File: config.mk
export PLATFORM = sky130hd
export DESIGN_NAME = id_ex_stage
export DESIGN_NICKNAME = d
export VERILOG_FILES = /design/src/rtl/id_ex_stage.sv
export SDC_FILE = /design/constraint.sdc
export NUM_CORES = 1
export LEC_CHECK = 0
export BUFFER_PORTS_ARGS = -buffer_cell sky130_fd_sc_hd__buf_2
export CAP_MARGIN = 0
export CORE_MARGIN = 2
export CORE_UTILIZATION = 41
export CTS_CLUSTER_SIZE = 30
export DETAILED_ROUTE_END_ITERATION = 6
export PLACE_DENSITY = 0.73
export SLEW_MARGIN = 15
export SYNTH_ARGS = -nofsm -noshare
export SYNTH_HDL_FRONTEND = slang
export SYNTH_SLANG_ARGS = --single-unit
export TNS_END_PERCENT = 30
File: constraint.sdc
create_clock -name clk -period 2.3 [get_ports clk]
set_clock_uncertainty 0.15 [all_clocks]
set_input_delay 0.23 -clock clk [delete_from_list [all_inputs] [get_ports clk]]
set_output_delay 0.23 -clock clk [all_outputs]
set_load 0.01 [all_outputs]
File: src/rtl/id_ex_stage.sv
// ID/EX pipeline register with load-use hazard detection, EX back-pressure and branch flush.
// Optional bubble counter output stall_cnt when ID_EX_STALL_CNT_EN is defined.
module id_ex_stage #(
    parameter int DATA_W     = 16,
    parameter int REG_ADDR_W = 3
) (
    input  logic                  clk,
    input  logic                  rst_n,
    input  logic                  id_valid,
    input  logic                  id_alusrc,
    input  logic [1:0]            id_aluop,
    input  logic                  id_branch,
    input  logic                  id_memwrite,
    input  logic                  id_memtoreg,
    input  logic                  id_regwrite,
    input  logic [REG_ADDR_W-1:0] id_rs1,
    input  logic [REG_ADDR_W-1:0] id_rs2,
    input  logic [REG_ADDR_W-1:0] id_rd,
    input  logic [DATA_W-1:0]     id_rs1_data,
    input  logic [DATA_W-1:0]     id_rs2_data,
    input  logic [DATA_W-1:0]     id_imm,
    input  logic [DATA_W-1:0]     id_pc,
    input  logic                  ex_stall,
    input  logic                  flush,
    output logic                  id_stall,
    output logic                  ex_valid,
    output logic                  ex_alusrc,
    output logic [1:0]            ex_aluop,
    output logic                  ex_branch,
    output logic                  ex_memwrite,
    output logic                  ex_memtoreg,
    output logic                  ex_regwrite,
    output logic [DATA_W-1:0]     ex_rs1_data,
    output logic [DATA_W-1:0]     ex_rs2_data,
    output logic [DATA_W-1:0]     ex_imm,
    output logic [DATA_W-1:0]     ex_pc,
    output logic [REG_ADDR_W-1:0] ex_rs1,
    output logic [REG_ADDR_W-1:0] ex_rs2,
`ifdef ID_EX_STALL_CNT_EN
    output logic [REG_ADDR_W-1:0] ex_rd,
    output logic [15:0]           stall_cnt
`else
    output logic [REG_ADDR_W-1:0] ex_rd
`endif
);

    logic                  r_valid;
    logic                  r_alusrc;
    logic [1:0]            r_aluop;
    logic                  r_branch;
    logic                  r_memwrite;
    logic                  r_memtoreg;
    logic                  r_regwrite;
    logic [DATA_W-1:0]     r_rs1_data;
    logic [DATA_W-1:0]     r_rs2_data;
    logic [DATA_W-1:0]     r_imm;
    logic [DATA_W-1:0]     r_pc;
    logic [REG_ADDR_W-1:0] r_rs1;
    logic [REG_ADDR_W-1:0] r_rs2;
    logic [REG_ADDR_W-1:0] r_rd;

    logic w_uses_rs2;
    logic w_load_use;
    logic w_bubble;

    // A load in EX whose destination feeds the ID instruction must be separated by one bubble.
    assign w_uses_rs2 = ~id_alusrc | id_memwrite;
    assign w_load_use = r_valid & r_memtoreg & (r_rd != '0) & id_valid &
                        ((id_rs1 == r_rd) | (w_uses_rs2 & (id_rs2 == r_rd)));
    assign w_bubble   = ~flush & ~ex_stall & w_load_use;
    assign id_stall   = w_load_use | ex_stall;

    always_ff @(posedge clk) begin
        if (!rst_n) begin
            r_valid    <= 1'b0;
            r_alusrc   <= 1'b0;
            r_aluop    <= 2'b00;
            r_branch   <= 1'b0;
            r_memwrite <= 1'b0;
            r_memtoreg <= 1'b0;
            r_regwrite <= 1'b0;
            r_rs1_data <= '0;
            r_rs2_data <= '0;
            r_imm      <= '0;
            r_pc       <= '0;
            r_rs1      <= '0;
            r_rs2      <= '0;
            r_rd       <= '0;
        end else if (flush || (!ex_stall && w_load_use)) begin
            // Kill or bubble: control cleared, data fields left as they were.
            r_valid    <= 1'b0;
            r_alusrc   <= 1'b0;
            r_aluop    <= 2'b00;
            r_branch   <= 1'b0;
            r_memwrite <= 1'b0;
            r_memtoreg <= 1'b0;
            r_regwrite <= 1'b0;
        end else if (!ex_stall) begin
            r_valid    <= id_valid;
            r_alusrc   <= id_valid & id_alusrc;
            r_aluop    <= id_valid ? id_aluop : 2'b00;
            r_branch   <= id_valid & id_branch;
            r_memwrite <= id_valid & id_memwrite;
            r_memtoreg <= id_valid & id_memtoreg;
            r_regwrite <= id_valid & id_regwrite;
            r_rs1_data <= id_rs1_data;
            r_rs2_data <= id_rs2_data;
            r_imm      <= id_imm;
            r_pc       <= id_pc;
            r_rs1      <= id_rs1;
            r_rs2      <= id_rs2;
            r_rd       <= id_rd;
        end
    end

    assign ex_valid    = r_valid;
    assign ex_alusrc   = r_alusrc;
    assign ex_aluop    = r_aluop;
    assign ex_branch   = r_branch;
    assign ex_memwrite = r_memwrite;
    assign ex_memtoreg = r_memtoreg;
    assign ex_regwrite = r_regwrite;
    assign ex_rs1_data = r_rs1_data;
    assign ex_rs2_data = r_rs2_data;
    assign ex_imm      = r_imm;
    assign ex_pc       = r_pc;
    assign ex_rs1      = r_rs1;
    assign ex_rs2      = r_rs2;
    assign ex_rd       = r_rd;

`ifdef ID_EX_STALL_CNT_EN
    logic [15:0] r_stall_cnt;

    always_ff @(posedge clk) begin
        if (!rst_n) begin
            r_stall_cnt <= 16'h0000;
        end else if (w_bubble && (r_stall_cnt != 16'hFFFF)) begin
            r_stall_cnt <= r_stall_cnt + 16'h0001;
        end
    end

    assign stall_cnt = r_stall_cnt;
`else
    logic w_unused;
    assign w_unused = w_bubble;
`endif

endmodule
==> results.tsv, run 1 <==
metric	value	unit
Syn Nets	445	
Final Instance Area	5070	sq um
power density over the cells	599	nW/um^2
Worst Setup End Kind	register	
antenna viol nets, final	0	
final setup fails	0	
Setup CP Type	register to register	
Netlist Area Pre-Place	3340	sq um
PostCTS Resize Cnt	0	
number of global-route vias before repair	3122	
final global-route overflow total	0	
die width	94.2	um
CTS Buf Count	9	
static leakage	2.46	nW
Switch Pwr	0.752	mW
htree depth	3	
placed cell area	4170	sq um
root buf cell	clkbuf_8	
status	finished, final reports clean	
top-count cell post-synth	nand2_1	
area of the multi-input gates	1500	sq um
Post-synth ARST share	0	%
worst skew pair latency	0.33	ns
clk buf depth	2	
pre-CTS WS	0.175	ns
largest area contributor in the netlist	dfxtp_1	
antenna violations before repair	0	
Power Internal	2.29	mW
CP required	2.41	ns
Starting Density	42.8	%
Comb power frac	16.3	%
area grow syn2layout	52.0	%
sequential share of the synthesized area	48.6	%
Yosys reg bits	81	
Seq. cell area	1620	sq um
largest net degree at the start of global routing	131	
delay-heaviest family, CP	flip-flops	
min Tclk post-route	2.03	ns
row cnt	32	
CTS tree	yes	
first-pass iteration count of the detailed router	4	
Max Fclk	492	MHz
Arr. time, crit path	2.14	ns
share of cells above drive strength 1	32.0	%
syn_area_per_cell	9.27	sq um
HP Class	input pin to register	
Fill cells	647	
Yosys cell types	19	
RSZ-0062 raised after global routing	false	
Critical-path top delay cell	dfxtp_1	
buffer and inverter count on the worst path	2	
crit-path cells	xor2_1 > a2111oi_2 > o21ai_1 > nor3b_4 > buf_4 > buf_12 > mux2i_1	
Port Buffers	166	
CP max stage delay	0.43	ns
Core Area	7810	sq um
initial DRC count	82	
synth cell count leaders	nand2_1 (146), dfxtp_1 (81), mux2i_1 (73), clkbuf_1 (17), nor2_1 (9)	
Post-synth EDFFs	0	
Synthesis Warnings	0	
worst slew pin tran	0.578	ns
Die Height	94.2	um
Area contributors post-synth	dfxtp_1 (49%), mux2i_1 (22%), nand2_1 (16%)	
Diodes inserted	0	
die area	8880	sq um
wire per inst	13.0	um
peak supply drop	0.298	mV
global-route wire length before repair	14.2	mm
via count	3161	
# Max-Cap Violations	0	
I/O pin cnt	167	
GRT Util Overall	20.1	%
Main synth FF type	dfxtp_1	
setup TNS	0	ns
Syn Inst Count	360	
Critical Path Start Type	register	
max_slew headroom	61.4	%
Sink Count	81	
nets@finish	672	
power share of the sequential group	49.6	%
Sw Ratio	24.7	%
crit path max fanout	18	
final setup margin	0.266	ns
routability cong.	0.812	
fin. max-slew vios	0	
Final period util	88.4	%
DP HPWL	5.61	mm
Via-to-Cell Ratio	4.56	
top cell type's share of synthesized area	48.6	%
Reg clk slew, reported paths	0.08	ns
Fin. Hold Viols	0	
WL final	9.00	mm
drt drc	0	
Clock power frac	34.1	%
## tightest hold or removal path: cells and delay by family
kind	cells	cell delay, ns
buf+inv	1	0.12
mux	1	0.06
simple gates	1	0.05
## what timing repair did
action,in CTS,in global routing
hold buffers,68,1
setup buffers,0,2
endpoints found under the hold margin,68,1
endpoints found under the setup margin,0,6
## power by group through the flow
stage | clock (mW) | sequential (mW) | combinational (mW)
6_report | 1.04 | 1.51 | 0.497
5_1_grt | 1.12 | 1.52 | 0.545
4_1_cts | 1.06 | 1.51 | 0.490
3_5_place_dp | 0 | 1.54 | 0.401
3_3_place_gp | 0 | 1.54 | 0.391
2_1_floorplan | 0 | 1.57 | 0.205
## metal layers
layer,vias to the layer above,GRT usage [%],share of wire (%)
li1,1614,-,-
met3,7,6.10,7.5
met4,0,4.83,0.80
met2,118,35.6,49
met5,-,0,0
met1,1422,23.6,42
## sequential cells by signal (all words and copies together), names as in the netlist
signal / count
ex_aluop: 2
ex_alusrc: 1
ex_branch: 1
ex_imm: 16
ex_memtoreg: 1
ex_memwrite: 1
ex_pc: 16
ex_rd: 3
ex_regwrite: 1
ex_rs1: 3
ex_rs1_data: 16
ex_rs2: 3
ex_rs2_data: 16
ex_valid: 1
## final cells by class
| class | count | share of cell area [%] |
|---|---|---|
| inverter | 1 | 0.0740 |
| tap | 102 | 2.51 |
| clock inverter | 3 | 0.789 |
| clock buffer | 12 | 3.06 |
| multi-input combinational | 252 | 29.6 |
| sequential | 81 | 32.0 |
| timing repair buffer | 242 | 32.1 |
## cells by family (layout without fill, tap and decap cells)
group,count (synthesis),count (layout),synth area share (%)
simple gates,162,162,18.8
flops,81,81,48.6
mux,73,73,21.9
buf+inv,27,258,6.67
compound gates,11,11,2.47
xor+xnor,6,6,1.57
## cell usage in the layout, fill, tap and decap left out
master / netlist / final
nand2b_1: 1 / 1
nor3b_4: 0 / 1
dlygate4sd3_1: 0 / 69
nor2_1: 9 / 9
a21oi_1: 1 / 1
nand2_1: 146 / 146
clkbuf_8: 0 / 11
buf_12: 7 / 4
clkinv_2: 0 / 2
a2111oi_2: 1 / 1
nor2b_1: 2 / 2
clkbuf_1: 17 / 1
buf_4: 0 / 4
nand3_1: 1 / 1
inv_1: 1 / 1
bufinv_16: 0 / 1
o21ai_1: 2 / 2
a22oi_1: 7 / 7
buf_2: 0 / 165
xor2_1: 6 / 6
nor3_1: 2 / 2
mux2i_1: 73 / 73
dfxtp_1: 81 / 81
## stage by stage
step	cells	util [%]	total power [mW]	hold WS (ns)
after global placement	607	53.5	1.93	0.289
final	693	65.0	3.04	0.0249
after global routing	693	65.0	3.18	0.00316
after detailed placement	607	53.5	1.94	0.293
after floorplan	360	-	1.78	0.222
after CTS	690	64.7	3.06	0.000146
## worst paths after layout
path                       start             end  slack (ns)  cells after the start
setup / recovery        ex_rd[2]       ex_imm[4]        0.27                      7
setup reg to reg        ex_rd[2]       ex_imm[4]        0.27                      7
hold reg to reg   ex_rs1_data[2]  ex_rs1_data[2]        0.31                      2
hold / removal         id_rs2[0]       ex_rs2[0]        0.02                      3
(Power assumes the default switching activity.)
==> run 2, diff against run 1 <==
--- a/config.mk
+++ b/config.mk
@@ -11,6 +11,7 @@
 export CORE_UTILIZATION = 41
 export CTS_CLUSTER_SIZE = 30
 export DETAILED_ROUTE_END_ITERATION = 6
+export MAX_ROUTING_LAYER = met4
 export PLACE_DENSITY = 0.73
 export SLEW_MARGIN = 15
 export SYNTH_ARGS = -nofsm -noshare
==> results.tsv, run 2 (synthesis gave the netlist of run 1 again) <==
metric	value	unit	change
status	finished, final reports clean		unchanged
drt drc	0		unchanged
number of global-route vias before repair	3117		was 3,122
Worst Reg2Reg Path Length in Cells	7		unchanged
CTS Buf Count	9		unchanged
CP max stage delay	0.43	ns	about the same
most common cell after layout, fill and taps aside	buf_2		unchanged
Die Height	94.2	um	unchanged
final global-route overflow total	0		unchanged
global-route wire length before repair	14.3	mm	was 14.2 mm
power density over the cells	599	nW/um^2	about the same
area grow syn2layout	52.0	%	unchanged
Arr. time, crit path	2.15	ns	was 2.14 ns
nets@finish	672		unchanged
pre-CTS WS	0.175	ns	unchanged
Max Fclk	491	MHz	was 492 MHz
via count	3158		was 3,161
final setup fails	0		unchanged
Critical-path top delay cell	dfxtp_1		unchanged
Port Buffers	166		unchanged
DP HPWL	5.61	mm	unchanged
crit path max fanout	18		unchanged
Sink Count	81		unchanged
die area	8880	sq um	unchanged
static leakage	2.46	nW	unchanged
Fin. Hold Viols	0		unchanged
# Max-Cap Violations	0		unchanged
WL final	9.01	mm	was 9.00 mm
root buf cell	clkbuf_8		unchanged
Fill cells	647		unchanged
I/O pin cnt	167		unchanged
peak supply drop	0.298	mV	about the same
Diodes inserted	0		unchanged
CTS tree	yes		unchanged
Worst R2R Setup Slack	0.26	ns	was 0.27 ns
wire per inst	13.0	um	about the same
CP Capture Point	ex_imm[4]		unchanged
HP Class	input pin to register		unchanged
Worst Setup End Kind	register		unchanged
first-pass iteration count of the detailed router	4		unchanged
largest net degree at the start of global routing	131		unchanged
Starting Density	42.8	%	unchanged
die width	94.2	um	unchanged
antenna violations before repair	0		unchanged
setup TNS	0	ns	unchanged
R2R Path Start	ex_rd[2]		unchanged
htree depth	3		unchanged
Final period util	88.5	%	was 88.4%
crit path from	ex_rd[2]		unchanged
antenna viol nets, final	0		unchanged
share of cells above drive strength 1	32.0	%	unchanged
min Tclk post-route	2.04	ns	was 2.03 ns
crit-path cells	xor2_1 > a2111oi_2 > o21ai_1 > nor3b_4 > buf_4 > buf_12 > mux2i_1		unchanged
routability cong.	0.824		was 0.812
Via-to-Cell Ratio	4.56		about the same
Setup CP Type	register to register		unchanged
Critical Path Start Type	register		unchanged
max_slew headroom	61.3	%	was 61.4%
CP required	2.41	ns	about the same
GRT Util Overall	20.7	%	was 20.1%
initial DRC count	82		unchanged
most frequent cells in the layout	buf_2 (165), nand2_1 (146), dfxtp_1 (81), mux2i_1 (73), dlygate4sd3_1 (69)		unchanged
RR Endpoint	ex_imm[4]		unchanged
worst skew pair latency	0.33	ns	about the same
PostCTS Resize Cnt	0		unchanged
worst slew pin tran	0.580	ns	was 0.578 ns
RSZ-0062 raised after global routing	false		unchanged
final setup margin	0.264	ns	was 0.266 ns
clk buf depth	2		unchanged
row cnt	32		unchanged
Core Area	7810	sq um	unchanged
Reg clk slew, reported paths	0.08	ns	about the same
fin. max-slew vios	0		unchanged
-- run 2: timing repair --
item                                    CTS  global route
hold buffers                             68             1
setup buffers                             0             2
endpoints found under the setup margin    0             6
hold endpoints to repair                 68             1
-- run 2: worst min-delay path by stage --
stage                     cells after the start   startpoint           to  slack, ns
after floorplan                               2    id_imm[0]    ex_imm[0]       0.22
after global placement                        2    ex_imm[6]    ex_imm[6]       0.29
after detailed placement                      2   ex_imm[12]   ex_imm[12]       0.29
after CTS                                     3  id_memtoreg  ex_memtoreg     0.0001
after global routing                          3  id_memtoreg  ex_memtoreg     0.0008
final                                         3    id_rs1[2]    ex_rs1[2]       0.02
-- run 2: power by group --
| part | internal, mW | switching (mW) | total, mW |
|---|---|---|---|
| Sequential | 1.47 | 0.0370 | 1.51 |
| Combinational | 0.266 | 0.231 | 0.497 |
| Clock | 0.553 | 0.485 | 1.04 |
-- run 2: area by class of cell --
type | instances | area [sq um] | share of cell area [%]
Clock buffer | 12 | 155 | 3.06
Clock inverter | 3 | 40.0 | 0.789
Inverter | 1 | 3.75 | 0.0740
Multi-Input combinational cell | 252 | 1500 | 29.6
Sequential cell | 81 | 1620 | 32.0
Tap cell | 102 | 128 | 2.51
Timing Repair Buffer | 242 | 1630 | 32.1
-- run 2: through the flow --
step           instance area, sq um  util (%)  hold slack, ns  std cells  power [mW]
3_3_place_gp                   4170      53.5           0.289        607        1.93
4_1_cts                        5050      64.7        0.000146        690        3.06
6_report                       5070      65.0          0.0241        693        3.04
3_5_place_dp                   4170      53.5           0.293        607        1.94
2_1_floorplan                  3340         -           0.222        360        1.78
5_1_grt                        5070      65.0        0.000834        693        3.18
-- run 2: per-layer routing --
metal	GRT usage, %	wire [um]	vias up
met4	4.83	76	0
met2	35.7	4430	115
met1	23.8	3850	1423
li1	-	-	1613
met3	5.94	649	7
met5	-	0	-
-- run 2: critical path: cells and delay by family (launching register included) --
| family | cells | cell delay [ns] |
|---|---|---|
| flip-flops | 1 | 0.43 |
| multiplexers | 1 | 0.20 |
| buffers and inverters | 2 | 0.34 |
| AND/OR/NAND/NOR | 1 | 0.33 |
| XOR/XNOR | 1 | 0.21 |
| AO/OA/AOI/OAI | 2 | 0.29 |
==> run 3, diff against run 2 <==
--- a/config.mk
+++ b/config.mk
@@ -7,12 +7,14 @@
 export LEC_CHECK = 0
 export BUFFER_PORTS_ARGS = -buffer_cell sky130_fd_sc_hd__buf_2
 export CAP_MARGIN = 0
+export CELL_PAD_IN_SITES_DETAIL_PLACEMENT = 0
+export CELL_PAD_IN_SITES_GLOBAL_PLACEMENT = 1
 export CORE_MARGIN = 2
-export CORE_UTILIZATION = 41
+export CORE_UTILIZATION = 29
 export CTS_CLUSTER_SIZE = 30
 export DETAILED_ROUTE_END_ITERATION = 6
 export MAX_ROUTING_LAYER = met4
-export PLACE_DENSITY = 0.73
+export PLACE_DENSITY_LB_ADDON = 0.1
 export SLEW_MARGIN = 15
 export SYNTH_ARGS = -nofsm -noshare
 export SYNTH_HDL_FRONTEND = slang
==> constraint.sdc (replaced) <==
create_clock -name clk -period 1.6 [get_ports clk]
set_clock_uncertainty 0.15 [all_clocks]
set_input_delay 0.16 -clock clk [delete_from_list [all_inputs] [get_ports clk]]
set_output_delay 0.16 -clock clk [all_outputs]
set_load 0.01 [all_outputs]
==> results.tsv, run 3 (synthesis gave the netlist of run 1 again) <==
metric	value	unit	change
Die Height	111	um	was 94.2 um
hold slack	0.0555	ns	was 0.0241 ns
Hold Path Sink	ex_rs1[0]		was ex_rs1[2]
CTS Buf Count	9		unchanged
max_slew headroom	63.5	%	was 61.3%
RR Endpoint	ex_rs1_data[3]		was ex_imm[4]
Power Internal	3.81	mW	was 2.29 mW
first-pass iteration count of the detailed router	4		unchanged
Arr. time, crit path	1.61	ns	was 2.15 ns
area grow syn2layout	65.9	%	was 52.0%
Critical-path top delay cell	dfxtp_4		was dfxtp_1
buffer and inverter count on the worst path	2		unchanged
antenna viol nets, final	0		unchanged
GRT Util Overall	15.2	%	was 20.7%
clk buf depth	2		unchanged
crit-path cells	xor2_1 > a2111oi_2 > o21ai_1 > buf_4 > nand2b_1 > buf_2		was xor2_1 > a2111oi_2 > o21ai_1 > nor3b_4 > buf_4 > buf_12 > mux2i_1
wire per inst	12.2	um	was 13.0 um
Via-to-Cell Ratio	4.21		was 4.56
final setup margin	-0.324	ns	was 0.264 ns
Reg clk slew, reported paths	0.06	ns	was 0.08 ns
Sw Ratio	23.5	%	was 24.8%
number of global-route vias before repair	3150		was 3,117
static leakage	2.65	nW	was 2.46 nW
hold depth	4		was 3
delay-heaviest family, CP	compound AO/OA/AOI/OAI gates		was flip-flops
nets@finish	695		was 672
largest net degree at the start of global routing	89		was 131
Starting Density	29.5	%	was 42.8%
pre-CTS WS	-0.443	ns	was 0.175 ns
final setup fails	82		was 0
Core Area	11300	sq um	was 7810 sq um
row cnt	39		was 32
root buf cell	clkbuf_16		was clkbuf_8
Diodes inserted	0		unchanged
final global-route overflow total	0		unchanged
I/O pin cnt	167		unchanged
failing checks	negative setup slack		
Worst Reg2Reg Path Length in Cells	8		was 7
RSZ-0062 raised after global routing	true		was false
# Max-Cap Violations	0		unchanged
CTS tree	yes		unchanged
Comb power frac	15.8	%	was 16.3%
Worst R2R Setup Slack	-0.27	ns	was 0.26 ns
die area	12400	sq um	was 8880 sq um
setup TNS	-18.36	ns	was 0 ns
Worst Setup End Kind	primary output		was register
most frequent cells in the layout	buf_2 (165), nand2_1 (146), dfxtp_1 (78), dlygate4sd3_1 (77), mux2i_1 (73)		was buf_2 (165), nand2_1 (146), dfxtp_1 (81), mux2i_1 (73), dlygate4sd3_1 (69)
status	complete, but fails checks		was finished, final reports clean
power density over the cells	898	nW/um^2	was 599 nW/um^2
Port Buffers	166		unchanged
via count	3190		was 3,158
crit path max fanout	5		was 18
peak supply drop	0.519	mV	was 0.298 mV
worst slew pin tran	0.547	ns	was 0.580 ns
Clock power frac	40.6	%	was 34.1%
worst skew pair latency	0.33	ns	about the same
Hold Crit Start	id_rs1[0]		was id_rs1[2]
Final period util	120	%	
drt drc	0		unchanged
Critical Path Start Type	register		unchanged
Max Fclk	520	MHz	
CP max stage delay	0.36	ns	was 0.43 ns
Setup CP Type	register to primary output		was register to register
Fin. Hold Viols	0		unchanged
most common cell after layout, fill and taps aside	buf_2		unchanged
R2R Path Start	ex_rd[1]		was ex_rd[2]
routability cong.	0.761		was 0.824
global-route wire length before repair	14.9	mm	was 14.3 mm
min Tclk post-route	1.92	ns	
WL final	9.27	mm	was 9.01 mm
power share of the sequential group	43.5	%	was 49.5%
Switch Pwr	1.17	mW	was 0.753 mW
antenna violations before repair	0		unchanged
initial DRC count	145		was 82
Fill cells	1117		was 647
HP Class	input pin to register		unchanged
share of cells above drive strength 1	33.5	%	was 32.0%
fin util	48.9	%	was 65.0%
fin. max-slew vios	0		unchanged
die width	111	um	was 94.2 um
DP HPWL	5.94	mm	was 5.61 mm
CP required	1.29	ns	was 2.41 ns
htree depth	3		unchanged
Sink Count	81		unchanged
run 3: cell type report:
type / instances / area, sq um / share of cell area [%]
timing repair buffer: 265 / 1930 / 34.9
sequential: 81 / 1630 / 29.4
multi-input combinational: 252 / 1500 / 27.1
clock buffer: 13 / 250 / 4.52
tap: 143 / 179 / 3.23
clock inverter: 3 / 40.0 / 0.723
inverter: 1 / 3.75 / 0.0678
run 3: routing by layer:
metal	GRT usage [%]	wire, um	vias to the layer above
li1	-	-	1664
met1	19.2	4430	1403
met2	23.9	4140	113
met3	3.23	576	10
met4	5.93	136	0
met5	-	0	-
run 3: worst max path at each step:
stage	from	to	slack (ns)	depth (start not counted)
4_1_cts	ex_rd[1]	id_stall	-0.34	6
2_1_floorplan	ex_rd[0]	ex_rd[2]	-0.19	7
6_report	ex_rd[0]	id_stall	-0.32	6
3_3_place_gp	ex_rd[2]	ex_rd[1]	-0.41	6
5_1_grt	ex_rd[0]	id_stall	-0.44	6
3_5_place_dp	ex_rd[2]	ex_imm[12]	-0.44	6
run 3: timing repair:
action,in CTS,in global routing
gates resized for setup,5,2
buffers inserted,4,0
endpoints found under the setup margin,82,82
hold endpoints to repair,77,0
cloned,1,2
pin swaps,2,2
hold buffers,77,0
run 3: stage by stage:
stage	cells	total power [mW]	cell area [sq um]
2_1_floorplan	360	2.55	3350
3_3_place_gp	659	2.81	4340
3_5_place_dp	659	2.82	4340
4_1_cts	757	5.04	5500
5_1_grt	758	5.21	5540
6_report	758	4.97	5540
run 3: worst reg2reg max path: stages, from the launching register on:
cell and delay [ns]:
dfxtp_4 0.35, buf_6 0.11, xor2_1 0.14, nor3_1 0.07, o21ai_1 0.16, nor3b_4 0.24
buf_12 0.20, buf_12 0.17, mux2i_1 0.20
run 3: power by group through the flow:
stage	Clock [mW]	Sequential [mW]	Combinational (mW)
CTS	2.10	2.16	0.784
finish	2.02	2.16	0.788
floorplan	0	2.26	0.295
global placement	0	2.20	0.603
detailed placement	0	2.21	0.608
global route	2.17	2.18	0.865
